===== config.mk =====
export PLATFORM = sky130hd
export DESIGN_NAME = alu_control_mc
export DESIGN_NICKNAME = d
export VERILOG_FILES = /design/src/rtl/alu_control_mc.sv
export SDC_FILE = /design/constraint.sdc
export NUM_CORES = 1
export LEC_CHECK = 0
export CORE_AREA = 4 4 41 43
export CTS_BUF_LIST = sky130_fd_sc_hd__clkbuf_8
export CTS_CLUSTER_DIAMETER = 100
export CTS_CLUSTER_SIZE = 20
export DETAILED_ROUTE_END_ITERATION = 10
export DIE_AREA = 0 0 45 47
export GPL_ROUTABILITY_DRIVEN = 0
export PLACE_DENSITY = 0.76
export SYNTH_ARGS = -nofsm -noshare
export SYNTH_HDL_FRONTEND = slang
export SYNTH_SLANG_ARGS = --single-unit

===== constraint.sdc =====
create_clock -name clk -period 3 [get_ports clk]
set_input_delay 0.6 -clock clk [delete_from_list [all_inputs] [get_ports clk]]
set_output_delay 0.6 -clock clk [all_outputs]
set_load 0.005 [all_outputs]

===== src/rtl/alu_control_mc.sv =====
// alu_control_mc: ALU control decoder with a multi-cycle MULT sequencer.
// The decoder turns alu_op plus the R-type funct into an ALU operation code.
// The sequencer stalls the pipeline and holds the MULT code while the
// iterative multiplier is running. It pulses mult_start on issue and
// mult_done when the result may be written back.
module alu_control_mc #(
  parameter int FUNCT_W     = 6,
  parameter int ALU_CTRL_W  = 4,
  parameter int MULT_CYCLES = 4
) (
  input  logic                  clk,
  input  logic                  arst,
  input  logic                  in_valid,
  input  logic                  flush,
  input  logic [1:0]            alu_op,
  input  logic [FUNCT_W-1:0]    function_field,
  output logic [ALU_CTRL_W-1:0] alu_control,
  output logic                  stall,
  output logic                  mult_start,
  output logic                  mult_done,
  output logic                  illegal_op,
  output logic                  illegal_seen
);

  // ALU operation codes, zero-extended to the control width.
  localparam logic [ALU_CTRL_W-1:0] C_AND  = ALU_CTRL_W'(4'd0);
  localparam logic [ALU_CTRL_W-1:0] C_OR   = ALU_CTRL_W'(4'd1);
  localparam logic [ALU_CTRL_W-1:0] C_ADD  = ALU_CTRL_W'(4'd2);
  localparam logic [ALU_CTRL_W-1:0] C_SLL  = ALU_CTRL_W'(4'd3);
  localparam logic [ALU_CTRL_W-1:0] C_SRL  = ALU_CTRL_W'(4'd4);
  localparam logic [ALU_CTRL_W-1:0] C_SUB  = ALU_CTRL_W'(4'd5);
  localparam logic [ALU_CTRL_W-1:0] C_SLT  = ALU_CTRL_W'(4'd7);
  localparam logic [ALU_CTRL_W-1:0] C_NOR  = ALU_CTRL_W'(4'd12);
  localparam logic [ALU_CTRL_W-1:0] C_MULT = ALU_CTRL_W'(4'd14);

  // R-type funct encodings.
  localparam logic [FUNCT_W-1:0] F_ADD  = FUNCT_W'(6'b100000);
  localparam logic [FUNCT_W-1:0] F_SUB  = FUNCT_W'(6'b100010);
  localparam logic [FUNCT_W-1:0] F_AND  = FUNCT_W'(6'b100100);
  localparam logic [FUNCT_W-1:0] F_OR   = FUNCT_W'(6'b100101);
  localparam logic [FUNCT_W-1:0] F_NOR  = FUNCT_W'(6'b100111);
  localparam logic [FUNCT_W-1:0] F_SLT  = FUNCT_W'(6'b101010);
  localparam logic [FUNCT_W-1:0] F_SLL  = FUNCT_W'(6'b000000);
  localparam logic [FUNCT_W-1:0] F_SRL  = FUNCT_W'(6'b000010);
  localparam logic [FUNCT_W-1:0] F_MULT = FUNCT_W'(6'b011000);

  // alu_op encodings from the main control unit.
  localparam logic [1:0] OP_ADD   = 2'b00;
  localparam logic [1:0] OP_SUB   = 2'b01;
  localparam logic [1:0] OP_RTYPE = 2'b10;
  localparam logic [1:0] OP_SLT   = 2'b11;

  // A single-cycle multiplier finishes in its issue cycle and needs no BUSY state.
  localparam bit SINGLE_CYCLE = (MULT_CYCLES == 1);

  // The counter holds the number of BUSY cycles left before the done cycle.
  // It never exceeds MULT_CYCLES-2.
  localparam int CNT_W = (MULT_CYCLES > 2) ? $clog2(MULT_CYCLES) : 1;
  localparam logic [CNT_W-1:0] CNT_INIT =
    (MULT_CYCLES > 1) ? CNT_W'(MULT_CYCLES - 2) : '0;

  typedef enum logic {
    IDLE = 1'b0,
    BUSY = 1'b1
  } state_t;

  state_t state;
  logic [CNT_W-1:0] cnt;

  logic [ALU_CTRL_W-1:0] funct_code;
  logic                  funct_ok;
  logic [ALU_CTRL_W-1:0] decode_code;
  logic                  mult_issue;
  logic                  cnt_zero;

  // Funct-field map. Unsupported encodings yield code 0 and are flagged.
  always_comb begin
    funct_code = '0;
    funct_ok   = 1'b1;
    case (function_field)
      F_ADD:   funct_code = C_ADD;
      F_SUB:   funct_code = C_SUB;
      F_AND:   funct_code = C_AND;
      F_OR:    funct_code = C_OR;
      F_NOR:   funct_code = C_NOR;
      F_SLT:   funct_code = C_SLT;
      F_SLL:   funct_code = C_SLL;
      F_SRL:   funct_code = C_SRL;
      F_MULT:  funct_code = C_MULT;
      default: begin
        funct_code = '0;
        funct_ok   = 1'b0;
      end
    endcase
  end

  // alu_op map. Only R-type instructions consult the funct field.
  always_comb begin
    decode_code = C_ADD;
    case (alu_op)
      OP_ADD:   decode_code = C_ADD;
      OP_SUB:   decode_code = C_SUB;
      OP_RTYPE: decode_code = funct_code;
      OP_SLT:   decode_code = C_SLT;
      default:  decode_code = C_ADD;
    endcase
  end

  assign illegal_op = in_valid & (alu_op == OP_RTYPE) & ~funct_ok;

  // A MULT may only launch from IDLE. The issue term is masked while reset is
  // held, so the pulses stay low even if a MULT sits on the inputs.
  assign mult_issue = in_valid & ~flush & ~arst & (state == IDLE) &
                      (alu_op == OP_RTYPE) & (function_field == F_MULT);

  assign cnt_zero = (cnt == '0);

  // Output generation. In BUSY the MULT code is held and the inputs are ignored.
  // flush silences both stall and done in the cycle that aborts the operation.
  always_comb begin
    alu_control = decode_code;
    stall       = 1'b0;
    mult_start  = 1'b0;
    mult_done   = 1'b0;
    if (state == BUSY) begin
      alu_control = C_MULT;
      if (!flush) begin
        stall     = ~cnt_zero;
        mult_done = cnt_zero;
      end
    end else begin
      mult_start = mult_issue;
      if (SINGLE_CYCLE) begin
        mult_done = mult_issue;
      end else begin
        stall = mult_issue;
      end
    end
  end

  // Sequencer state and cycle counter.
  always_ff @(posedge clk or posedge arst) begin
    if (arst) begin
      state <= IDLE;
      cnt   <= '0;
    end else begin
      case (state)
        IDLE: begin
          if (mult_issue && !SINGLE_CYCLE) begin
            state <= BUSY;
            cnt   <= CNT_INIT;
          end
        end
        BUSY: begin
          if (flush) begin
            state <= IDLE;
            cnt   <= '0;
          end else if (cnt_zero) begin
            state <= IDLE;
          end else begin
            cnt <= cnt - 1'b1;
          end
        end
        default: begin
          state <= IDLE;
          cnt   <= '0;
        end
      endcase
    end
  end

  // Sticky record of any unflushed illegal R-type funct.
  always_ff @(posedge clk or posedge arst) begin
    if (arst) begin
      illegal_seen <= 1'b0;
    end else if (illegal_op && !flush) begin
      illegal_seen <= 1'b1;
    end
  end

endmodule

After elaboration in Yosys (flattened, before gate mapping)
Index checks and enable logic that the tools add are counted.
Widths: inputs -> output; s select.
{"block": "word_totals", "regBits": 4, "latchBits": 0, "mem_bits_rw": 0, "mem_bits_ro": 0, "in_bits": 12, "output_inout_bits": 9, "elab_cells": 53, "n_memories": 0}
{"block": "op_classes", "n_addsub": 1, "mul": 0, "div_mod_pow": 0, "n_lt_le_gt_ge": 0, "n_eq_ne": 13, "shift": 0, "n_mux": 17, "bitwise_logic": 12, "reduce_logical": 7}
{"op": "$eq 6x6->1 const B", "count": 6}
{"op": "$pmux 4 s8", "count": 1}
{"op": "$pmux 4 s4", "count": 1}
{"op": "$mux 1", "count": 9}
{"op": "$reduce_or 9->1", "count": 1}
{"op": "$and 1x1->1", "count": 7}
{"op": "$eq 6x2->1 const B", "count": 1}
{"op": "$eq 6x5->1 const B", "count": 1}
{"op": "$logic_not 6->1", "count": 1}
{"op": "$mux 2", "count": 3}
{"op": "$not 1->1", "count": 5}
{"op": "$eq 2x2->1 const B", "count": 2}
{"op": "$logic_not 2->1", "count": 2}
{"op": "$mux 4", "count": 1}
{"op": "$pmux 2 s2", "count": 1}
{"op": "$ne 3x3->1 const B", "count": 1}
{"op": "$eq 2x1->1 const B", "count": 1}
{"op": "$ne 2x2->1 const B", "count": 1}
{"op": "$pmux 1 s2", "count": 1}
{"op": "$reduce_and 2->1", "count": 1}
{"op": "$sub 2x1->2 const B", "count": 1}
{"op": "$logic_and 1x1->1", "count": 1}
{"op": "$logic_not 1->1", "count": 1}

Longest topological paths before layout
Gate-level depths: netlist of run 1.
{"block": "depth", "ltp_word": 8, "depth_mapped": 6, "ltp_nobuf": 6}

Least setup slack after synthesis of run 1
OpenSTA, ideal clock, no wires.
{"block": "synth_path", "kind": "input -> output", "from": "in function_field[4]", "to": "out stall", "arrival_ps": 1889, "t_required_ps": 2400, "path_slack_ps": 511, "path_stages": 5, "n_path_buf": 1, "cell_sequence": "buf_4 nand2b_4 or4_4 or4_4 nand2_1"}
{"block": "synth_between", "elab_chain_cells": 3}
{"item": "start, declared", "line_no": "16", "source": "input logic [FUNCT_W-1:0] function_field,"}
{"item": "$eq 6x5->1", "line_no": "114", "source": "(alu_op == OP_RTYPE) & (function_field == F_MULT);"}
{"item": "$and 1x1->1", "line_no": "114"}
{"item": "$mux 1", "line_no": "125", "source": "if (state == BUSY) begin"}
{"item": "end, declared", "line_no": "18", "source": "output logic stall,"}
No other way between the ends.

Worst setup path after layout of run 1
{"block": "layout_path", "from": "in function_field[1]", "to": "out stall"}
Same word-level chain as after synthesis.

==> out/metrics.csv, run 1 <==
stage,metric,value,unit
yosys,synthCells,62,
timing,layout_min_cycle_time,2.95,ns
clocking,cts-root-buf,clkbuf_8,
drt,drt-total-wl,1470,um
setup_path,startpoint,function_field[1],
timing,skew,0.000727,ns
finish,register_area,100,um2
hold_path,hold_path_depth,2,
setup_path,rr_startpoint,state$_DFF_PP0_,
timing,setup_viol,0,
floorplanning,start_util,0.362,
setup_path,startpoint_type,input port,
timing,final_max_slew_viol_count,0,
finish,final_nets,113,
grt,grt_max_degree,12,
finish,diodes,0,
timing,fmax,339,MHz
status,outcome,completed,
yosys,synth-seq-area-share,0.212,
yosys,syn_area_per_cell,7.61,um2
clocking,clk_path_buf_depth,2,
setup_path,crit_required,2.40,ns
yosys,synth_top_area_frac,0.212,
placed_design,port_buffers,20,
floorplanning,die_w,45,um
grt,grt_util_all_layers,0.155,
grt,grt_pass1_vias,563,
setup_path,worst_path_most_repeated_cell,or4_4,
finish,multiInputGateArea,349,um2
timing,tightestPinTransition,0.348,ns
setup_path,critPathCaptureType,output pin,
floorplanning,ios,21,
timing,finalCritPeriodShare,0.983,
yosys,yosysWarnings,0,
yosys,syn-cell-area,472,um2
drt,drc,0,
clocking,clkTransAtPathRegs,0.03,ns
floorplanning,dieArea,0.00212,mm2
floorplanning,chipHeight,47,um
power_and_ir_drop,power_density,316,mW/mm2
finish,drive_gt1_frac,0.276,
grt,grt_overflow_total,0,
drt,routedWlPerCell,13.0,um
timing,maxSlewHeadroom,0.768,
drt,dr_total_vias,625,
timing,rsz0062_at_grt,no,
setup_path,crit_path_cell_trace,clkdlybuf4s50_1 -> nand2b_4 -> or4_4 -> or4_4 -> nand2_2 -> clkbuf_2,
hold_path,hold_path.class,reg -> reg,
clocking,numCtsBuffers,3,
hold_path,timing.hold.worst.start,cnt[1]$_DFFE_PP0P_,
yosys,synthDistinctLibCells,33,
setup_path,path_class,in -> out,
setup_path,crit_fanout,2,
power_and_ir_drop,peakVddDrop,243,uV
power_and_ir_drop,finalPower,263,uW
clocking,cts_sinks,4,
floorplanning,core,0.00130,mm2
grt,antenna_found_initial,0,
power_and_ir_drop,p_leak,0.384,nW
clocking,clock_latency,0.21,ns
setup_path,cp_data_arrival_time,2.35,ns
yosys,synth_area_leader_cell,dfrtp_1,
setup_path,r2r_setup_slack,1.64,ns
drt,dr.pass1.iters,4,
setup_path,reg2reg_depth,3,
grt,grt_pass1_wl,2410,um
timing,setup_tns,0,ns
finish,syn_to_final_growth,76.4,%
drt,ant_nets,0,
timing,finalHoldViolCount,0,
setup_path,slowest_delay,0.50,ns
yosys,synthTopCellsByArea,"dfrtp_1 (21%), a21oi_1 (6.4%), nand2_1 (4.8%)",
setup_path,cp_slowest_cell,or4_4,
clocking,cts_tree,yes,
yosys,synth_nets,75,
finish,fillCellCount,127,
floorplanning,rows,13,
drt,via_per_inst,5.53,
clocking,htreeDepth,1,
placed_design,hpwl,1150,um
job,maxCapViolations,0,
drt,drt_iter0_markers,10,
yosys,ys_ff_latch,4,
## synth_stat cells, drive strengths merged
master,count
a211o,1
o21ai,4
xor2,1
o22ai,2
inv,5
a21o,1
nor3b,2
nor2b,1
nand2b,3
nor2,4
or2,1
o211ai,1
a21oi,6
ha,1
a211oi,1
dfrtp,4
a31oi,1
o41ai,1
nand2,6
buf,2
nand3b,2
o32ai,1
nor4,1
o21bai,1
nor3,1
or3,1
and4b,1
nand4b,1
o31ai,2
or2b,1
or4,2
## worst max-delay path: cells and delay by family
| family | cells | cell delay, ns |
|---|---|---|
| simple gates | 4 | 1.22 |
| buf+inv | 2 | 0.52 |
## state kept, by name, indices dropped and copies added (netlist names)
register      count
state             1
cnt               2
illegal_seen      1
## cell usage in the layout (no fill, tap or decap), types with 2 or more instances in the layout
cell type         n
buf_4            14
clkdlybuf4s50_1  13
a21oi_1           6
dlygate4sd2_1     6
nand2_1           5
inv_1             5
nor2_1            4
o21ai_0           4
dfrtp_1           4
clkbuf_8          3
nand2b_1          2
or4_4             2
nand3b_1          2
o22ai_1           2
o31ai_1           2
nor3b_1           2
## power breakdown
| group | switching [mW] | internal, mW |
|---|---|---|
| clock network | 0.0260 | 0.0854 |
| logic | 0.0359 | 0.0506 |
| registers | 0.00478 | 0.0605 |
## logic make-up (layout without fill, tap and decap cells)
group           count (synthesis)  count (layout)  synth area share
compound gates                 22              22             0.308
flops                           4               4             0.212
buf+inv                         7              43            0.0663
simple gates                   27              27             0.369
xor+xnor                        1               1            0.0186
fa+ha+maj                       1               1            0.0265
## per-stage QoR
step	instance area, um2	instances	worst slack, ns	hold slack [ns]	utilization
floorplan	472	62	0.511	0.366	-
global placement	783	109	-0.344	0.493	0.602
detailed placement	783	109	-0.366	0.505	0.602
CTS	830	112	0.0302	0.511	0.638
global route	832	113	0.0115	0.539	0.639
finish	832	113	0.0525	0.508	0.639
## repair_timing
item / CTS / global route
setup buffers: 0 / 1
pin swaps: 3 / 2
hold buffers: 0 / 0
setup endpoints to repair: 6 / 1
gates resized for setup: 11 / 1
## path summary, 6_finish.rpt
kind | to
worst max-delay path | stall
worst min register to register | cnt[1]$_DFFE_PP0P_
max in group asynchronous | illegal_seen$_DFFE_PP0P_
worst max register to register | cnt[1]$_DFFE_PP0P_
min in group asynchronous | state$_DFF_PP0_
worst min-delay path | cnt[1]$_DFFE_PP0P_
## metal layers
metal  routed length [um]  global-route usage  part of all wire  up-vias
met1                  637               0.192              0.43      285
met3                  146              0.0536             0.099        2
met2                  680               0.260              0.46       35
met4                    9              0.0351            0.0061        0
met5                    0                   0                 0        -
li1                     -                   -                 -      303
## final cells by class
type                            count  area share
Clock buffer                        3      0.0496
Inverter                            5      0.0226
Multi-Input combinational cell     51       0.420
Sequential cell                     4       0.120
Tap cell                           15      0.0226
Timing Repair Buffer               35       0.365
Note: power is estimated with default switching activity, not from simulation.
==> run 2: changes to the inputs <==
==> config.mk (replaced) <==
export PLATFORM = sky130hd
export DESIGN_NAME = alu_control_mc
export DESIGN_NICKNAME = d
export VERILOG_FILES = /design/src/rtl/alu_control_mc.sv
export SDC_FILE = /design/constraint.sdc
export NUM_CORES = 1
export LEC_CHECK = 0
export CELL_PAD_IN_SITES_DETAIL_PLACEMENT = 0
export CELL_PAD_IN_SITES_GLOBAL_PLACEMENT = 1
export CORE_MARGIN = 4
export CORE_UTILIZATION = 29
export CTS_BUF_LIST = sky130_fd_sc_hd__clkbuf_8
export CTS_CLUSTER_DIAMETER = 100
export CTS_CLUSTER_SIZE = 20
export DETAILED_ROUTE_END_ITERATION = 10
export GPL_ROUTABILITY_DRIVEN = 0
export PLACE_DENSITY = 0.86
export SYNTH_ARGS = -nofsm -noshare
export SYNTH_HDL_FRONTEND = slang
export SYNTH_SLANG_ARGS = --single-unit
==> run 2 against run 1 <==
Cell count increased by 0.88%; global-route usage shrank 2.1 points; critical path type unchanged; combinational power rose by 0.5%; total power increased by 1.8%; core utilization down 8.7 points; clock skew up 0.0044 ns; non-clock buffer count unchanged; sequential power about the same; first-iteration DRC count is 10% lower.
==> out/metrics.csv, run 2 (synthesis results as in run 1) <==
stage,metric,value,unit,change
status,outcome,completed,,
grt,grt_util_all_layers,0.134,,-0.0207
clocking,cts-root-buf,clkbuf_8,,
finish,utilization,0.553,,-0.0869
floorplanning,die_w,48.3,um,+7.4%
setup_path,path_class,in -> out,,
finish,final_cell_mix,"buf_4 (15), clkdlybuf4s50_1 (13), a21oi_1 (6)",,
timing,rsz0062_at_grt,no,,
drt,dr.pass1.iters,4,,unchanged
setup_path,startpoint_type,input port,,
drt,drt_iter0_markers,9,,-1
timing,layout_min_cycle_time,2.91,ns,-0.0368 ns
timing,finalHoldViolCount,0,,unchanged
clocking,clkTransAtPathRegs,0.03,ns,about the same
timing,setup_tns,0,ns,unchanged
setup_path,critPathCaptureType,output pin,,
grt,grt_max_degree,12,,unchanged
hold_path,timing.hold.worst.start,cnt[1]$_DFFE_PP0P_,,
finish,largest_reg_flops,2,,unchanged
drt,drt-total-wl,1510,um,+2.4%
finish,final_nets,113,,unchanged
timing,maxSlewHeadroom,0.731,,-0.0367
floorplanning,ios,21,,unchanged
hold_path,min_to,cnt[1]$_DFFE_PP0P_,,
power_and_ir_drop,power_density,318,mW/mm2,+0.63%
drt,routedWlPerCell,13.2,um,+1.5%
grt,antenna_found_initial,0,,unchanged
power_and_ir_drop,peakVddDrop,108,uV,-55%
power_and_ir_drop,p_leak,0.395,nW,+2.9%
floorplanning,start_util,0.310,,-0.0530
finish,largest-register,cnt,,
floorplanning,chipHeight,48.3,um,+2.8%
setup_path,crit_required,2.40,ns,about the same
drt,via_per_inst,5.41,,-2.1%
finish,layout_commonest_cell,buf_4,,
setup_path,r2r_setup_slack,1.61,ns,-0.03 ns
drt,dr_total_vias,617,,-1.3%
timing,final_max_slew_viol_count,0,,unchanged
clocking,htreeDepth,1,,unchanged
floorplanning,core,0.00152,mm2,+17%
clocking,cts_sinks,4,,unchanged
clocking,numCtsBuffers,3,,unchanged
clocking,cts_tree,yes,,
grt,grt_overflow_total,0,,unchanged
drt,ant_nets,0,,unchanged
grt,grt_pass1_wl,2440,um,+1.1%
job,maxCapViolations,0,,unchanged
clocking,hold_buffers,0,,unchanged
timing,tightestPinTransition,0.403,ns,+0.0550 ns
finish,fillCellCount,155,,+22%
placed_design,port_buffers,20,,unchanged
timing,fmax,344,MHz,+1.3%
hold_path,hold_path.class,reg -> reg,,
floorplanning,dieArea,0.00234,mm2,+10%
finish,diodes,0,,unchanged
finish,drive_gt1_frac,0.276,,unchanged
setup_path,rr_startpoint,state$_DFF_PP0_,,
hold_path,hold_path_depth,2,,unchanged
timing,finalCritPeriodShare,0.970,,-0.0123
floorplanning,rows,14,,+1
placed_design,hpwl,1190,um,+3.6%
setup_path,crit_fanout,4,,+2
setup_path,cp_data_arrival_time,2.31,ns,-0.04 ns
timing,setup_viol,0,,unchanged
clocking,clk_path_buf_depth,2,,unchanged
clocking,clock_latency,0.22,ns,about the same
grt,grt_pass1_vias,576,,+2.3%
setup_path,rr_endpoint,cnt[1]$_DFFE_PP0P_,,
finish,reg_top3,"cnt: 2 flops, illegal_seen: 1 flops, state: 1 flops",,
timing,skew,0.00510,ns,+0.00438 ns
setup_path,reg2reg_depth,3,,unchanged
finish,syn_to_final_growth,78.5,%,
drt,drc,0,,unchanged
clocking,post_cts_buffers,0,,unchanged
run 2: cell types whose count changed in the layout (fill, tap and decap cells not counted), sizes merged:
| cell | previous run | this run |
|---|---|---|
| dlygate4sd2 | 6 | 5 |
| dlymetal6s2s | 0 | 1 |
run 2: metal layers:
layer  track usage  routed length, um  vias up
met5             0                  0        -
met4         0.124                 48        0
met3        0.0215                 76        4
met2         0.207                751       23
met1         0.156                633      282
li1              -                  -      308
run 2: metrics by stage:
| stage | cells | area (um2) | hold WS [ns] | power [mW] | setup WS, ns |
|---|---|---|---|---|---|
| final | 114 | 842 | 0.489 | 0.268 | 0.0893 |
| after global routing | 114 | 842 | 0.507 | 0.283 | 0.0227 |
| after CTS | 114 | 836 | 0.490 | 0.270 | 0.0118 |
| after detailed placement | 111 | 792 | 0.483 | 0.154 | -0.374 |
| after global placement | 111 | 792 | 0.482 | 0.152 | -0.349 |
| after floorplan | 62 | 472 | 0.366 | 0.0984 | 0.511 |
run 2: worst max path at each step:
stage,start,end
finish,function_field[1],mult_start
floorplan,function_field[4],stall
detailed placement,function_field[4],stall
global placement,function_field[4],stall
CTS,function_field[1],stall
global route,function_field[1],mult_start
run 2: worst max-delay path: stages:
cell and delay, ns:
clkdlybuf4s50_1 0.42, nand2b_4 0.15, or4_4 0.48, buf_4 0.17, nor4_4 0.23, dlygate4sd2_1 0.27
run 2: area by class of cell:
cell class | count | area [um2] | share of cell area
Multi-Input combinational cell | 51 | 358 | 0.425
Timing Repair Buffer | 35 | 304 | 0.361
Sequential cell | 4 | 100 | 0.119
Clock buffer | 3 | 41.3 | 0.0490
Tap cell | 16 | 20.0 | 0.0238
Inverter | 5 | 18.8 | 0.0223
run 2: timing repair:
item / CTS / global route
gates cloned: 0 / 0
pin swaps: 4 / 0
setup endpoints to repair: 5 / 3
gates resized for setup: 9 / 3
run 2: where the power goes:
part | leakage, nW | switching, mW | internal, mW
Combinational | 0.325 | 0.0363 | 0.0507
Clock | 0.0216 | 0.0300 | 0.0857
Sequential | 0.0490 | 0.00485 | 0.0605
==> run 3: changes to the inputs <==
--- a/config.mk
+++ b/config.mk
@@ -15,6 +15,7 @@
 export DETAILED_ROUTE_END_ITERATION = 10
 export GPL_ROUTABILITY_DRIVEN = 0
 export PLACE_DENSITY = 0.86
+export REMOVE_ABC_BUFFERS = 1
 export SYNTH_ARGS = -nofsm -noshare
 export SYNTH_HDL_FRONTEND = slang
 export SYNTH_SLANG_ARGS = --single-unit
==> run 3 against run 2 <==
Combinational power up 2%; largest power group unchanged; wire length down 1.2%; setup slack worse by 0.039 ns.
==> out/metrics.csv, run 3 (synthesis results as in run 1) <==
stage,metric,value,unit,change
power_and_ir_drop,finalPower,265,uW,-1.1%
status,outcome,completed,,
hold_path,hold_path_depth,2,,unchanged
job,maxCapViolations,0,,unchanged
drt,via_per_inst,5.54,,+2.4%
drt,drt-total-wl,1490,um,-1.2%
drt,drc,0,,unchanged
finish,drive_gt1_frac,0.296,,+0.0204
clocking,clk_path_buf_depth,2,,unchanged
timing,fmax,339,MHz,-1.3%
floorplanning,rows,14,,unchanged
floorplanning,chipHeight,48.3,um,unchanged
timing,maxSlewHeadroom,0.749,,+0.0180
timing,rsz0062_at_grt,no,,
power_and_ir_drop,peakVddDrop,185,uV,+71%
setup_path,crit_path_cell_trace,clkdlybuf4s50_1 -> nand2b_4 -> or4_4 -> or4_4 -> nand2_2 -> dlygate4sd2_1,,
finish,diodes,0,,unchanged
power_and_ir_drop,swShare,0.255,,-0.0108
setup_path,rr_startpoint,state$_DFF_PP0_,,
setup_path,crit_required,2.40,ns,about the same
timing,final_max_slew_viol_count,0,,unchanged
power_and_ir_drop,p_int,197,uW,+0.31%
setup_path,startpoint_type,input port,,
power_and_ir_drop,p_switching,67.5,uW,-5.2%
clocking,clock_latency,0.21,ns,about the same
clocking,hold_buffers,0,,unchanged
clocking,cts-root-buf,clkbuf_8,,
setup_path,cp_slowest_cell,or4_4,,
power_and_ir_drop,comb_power_share,0.334,,+0.010
drt,ant_nets,0,,unchanged
timing,finalCritPeriodShare,0.983,,+0.0131
finish,reg_top3,"cnt: 2 flops, illegal_seen: 1 flops, state: 1 flops",,
grt,grt_max_degree,12,,unchanged
floorplanning,die_w,48.3,um,unchanged
setup_path,cp_data_arrival_time,2.35,ns,+0.04 ns
grt,grt_pass1_wl,2380,um,-2.3%
clocking,post_cts_buffers,0,,unchanged
timing,setup_tns,0,ns,unchanged
hold_path,hold_path.class,reg -> reg,,
grt,antenna_found_initial,0,,unchanged
drt,routedWlPerCell,13.1,um,-1.2%
setup_path,path_class,in -> out,,
setup_path,rr_endpoint,cnt[1]$_DFFE_PP0P_,,
setup_path,reg2reg_depth,3,,unchanged
floorplanning,dieArea,0.00234,mm2,unchanged
floorplanning,core,0.00152,mm2,unchanged
finish,final_cell_mix,"buf_4 (14), clkdlybuf4s50_1 (11), dlygate4sd2_1 (6)",,
power_and_ir_drop,clkPwrFrac,0.418,,-0.014
drt,dr.pass1.iters,4,,unchanged
placed_design,port_buffers,20,,unchanged
grt,grt_overflow_total,0,,unchanged
floorplanning,ios,21,,unchanged
timing,skew,0.00453,ns,-0.000572 ns
timing,finalHoldViolCount,0,,unchanged
drt,drt_iter0_markers,10,,+1
timing,setup_viol,0,,unchanged
timing,tightestPinTransition,0.376,ns,-0.0270 ns
floorplanning,start_util,0.310,,unchanged
hold_path,timing.hold.worst.start,cnt[1]$_DFFE_PP0P_,,
finish,largest_reg_flops,2,,unchanged
hold_path,min_to,cnt[1]$_DFFE_PP0P_,,
finish,largest-register,cnt,,
finish,utilization,0.565,,+0.0123
power_and_ir_drop,power_density,308,mW/mm2,-3.3%
timing,layout_min_cycle_time,2.95,ns,+0.0393 ns
clocking,numCtsBuffers,3,,unchanged
placed_design,dpl_worst_slack,-0.376,ns,-0.00121 ns
finish,syn_to_final_growth,82.5,%,
clocking,htreeDepth,1,,unchanged
setup_path,r2r_setup_slack,1.62,ns,about the same
power_and_ir_drop,p_leak,0.425,nW,+7.6%
placed_design,hpwl,1170,um,-1.3%
setup_path,worst_path_most_repeated_cell,or4_4,,
setup_path,slowest_delay,0.44,ns,-0.04 ns
finish,final_nets,113,,unchanged
clocking,clkTransAtPathRegs,0.03,ns,about the same
grt,grt_util_all_layers,0.124,,-0.00998
drt,dr_total_vias,632,,+2.4%
clocking,cts_sinks,4,,unchanged
finish,layout_commonest_cell,buf_4,,
power_and_ir_drop,seqPwrFrac,0.247,,+0.003
setup_path,critPathCaptureType,output pin,,
clocking,cts_tree,yes,,
setup_path,crit_fanout,2,,-2
timing,fin_ws,0.0500,ns,-0.0393 ns
grt,grt_pass1_vias,553,,-4.0%
==> run 3: stage by stage <==
step / hold WS [ns] / std cells / area (um2)
after global routing: 0.546 / 114 / 861
after global placement: 0.494 / 111 / 792
after floorplan: 0.366 / 60 / 459
final: 0.520 / 114 / 861
after CTS: 0.523 / 114 / 842
after detailed placement: 0.516 / 111 / 792
==> run 3: critical path: cells and delay by family <==
family | cells | cell delay [ns]
simple gates | 4 | 1.11
buf+inv | 2 | 0.65
==> run 3: how the worst max path moves through the flow <==
stage	from	to	slack, ns	depth (start not counted)
final	function_field[5]	stall	0.05	6
after global placement	function_field[4]	stall	-0.35	6
after CTS	function_field[5]	stall	-0.02	6
after global routing	function_field[5]	alu_control[1]	0.00002	7
after detailed placement	function_field[4]	stall	-0.38	6
after floorplan	function_field[1]	stall	0.58	4
==> run 3: cell type report <==
class | count | area [um2]
tap | 16 | 20.0
multi-input combinational | 51 | 364
clock buffer | 3 | 41.3
timing repair buffer | 35 | 317
inverter | 5 | 18.8
fill | 155 | 663
sequential | 4 | 100
==> run 3: what timing repair did <==
| item | 4_1_cts | 5_1_grt |
|---|---|---|
| pin swaps | 2 | 2 |
| setup endpoints to repair | 4 | 3 |
| resized for setup | 11 | 5 |
==> run 3: power by group through the flow <==
stage / Combinational (mW) / Sequential, mW / Clock, mW
6_report: 0.0886 / 0.0655 / 0.111
5_1_grt: 0.0975 / 0.0662 / 0.125
4_1_cts: 0.0875 / 0.0657 / 0.114
3_5_place_dp: 0.0878 / 0.0663 / 0
3_3_place_gp: 0.0871 / 0.0661 / 0
2_1_floorplan: 0.0305 / 0.0654 / 0
==> run 3: metal layers <==
metal / vias up / share of wire / GRT usage
met5: - / 0 / 0
met4: 0 / 0 / 0.0276
met3: 0 / 0.061 / 0.0399
met2: 24 / 0.51 / 0.207
met1: 301 / 0.43 / 0.154
li1: 307 / - / -
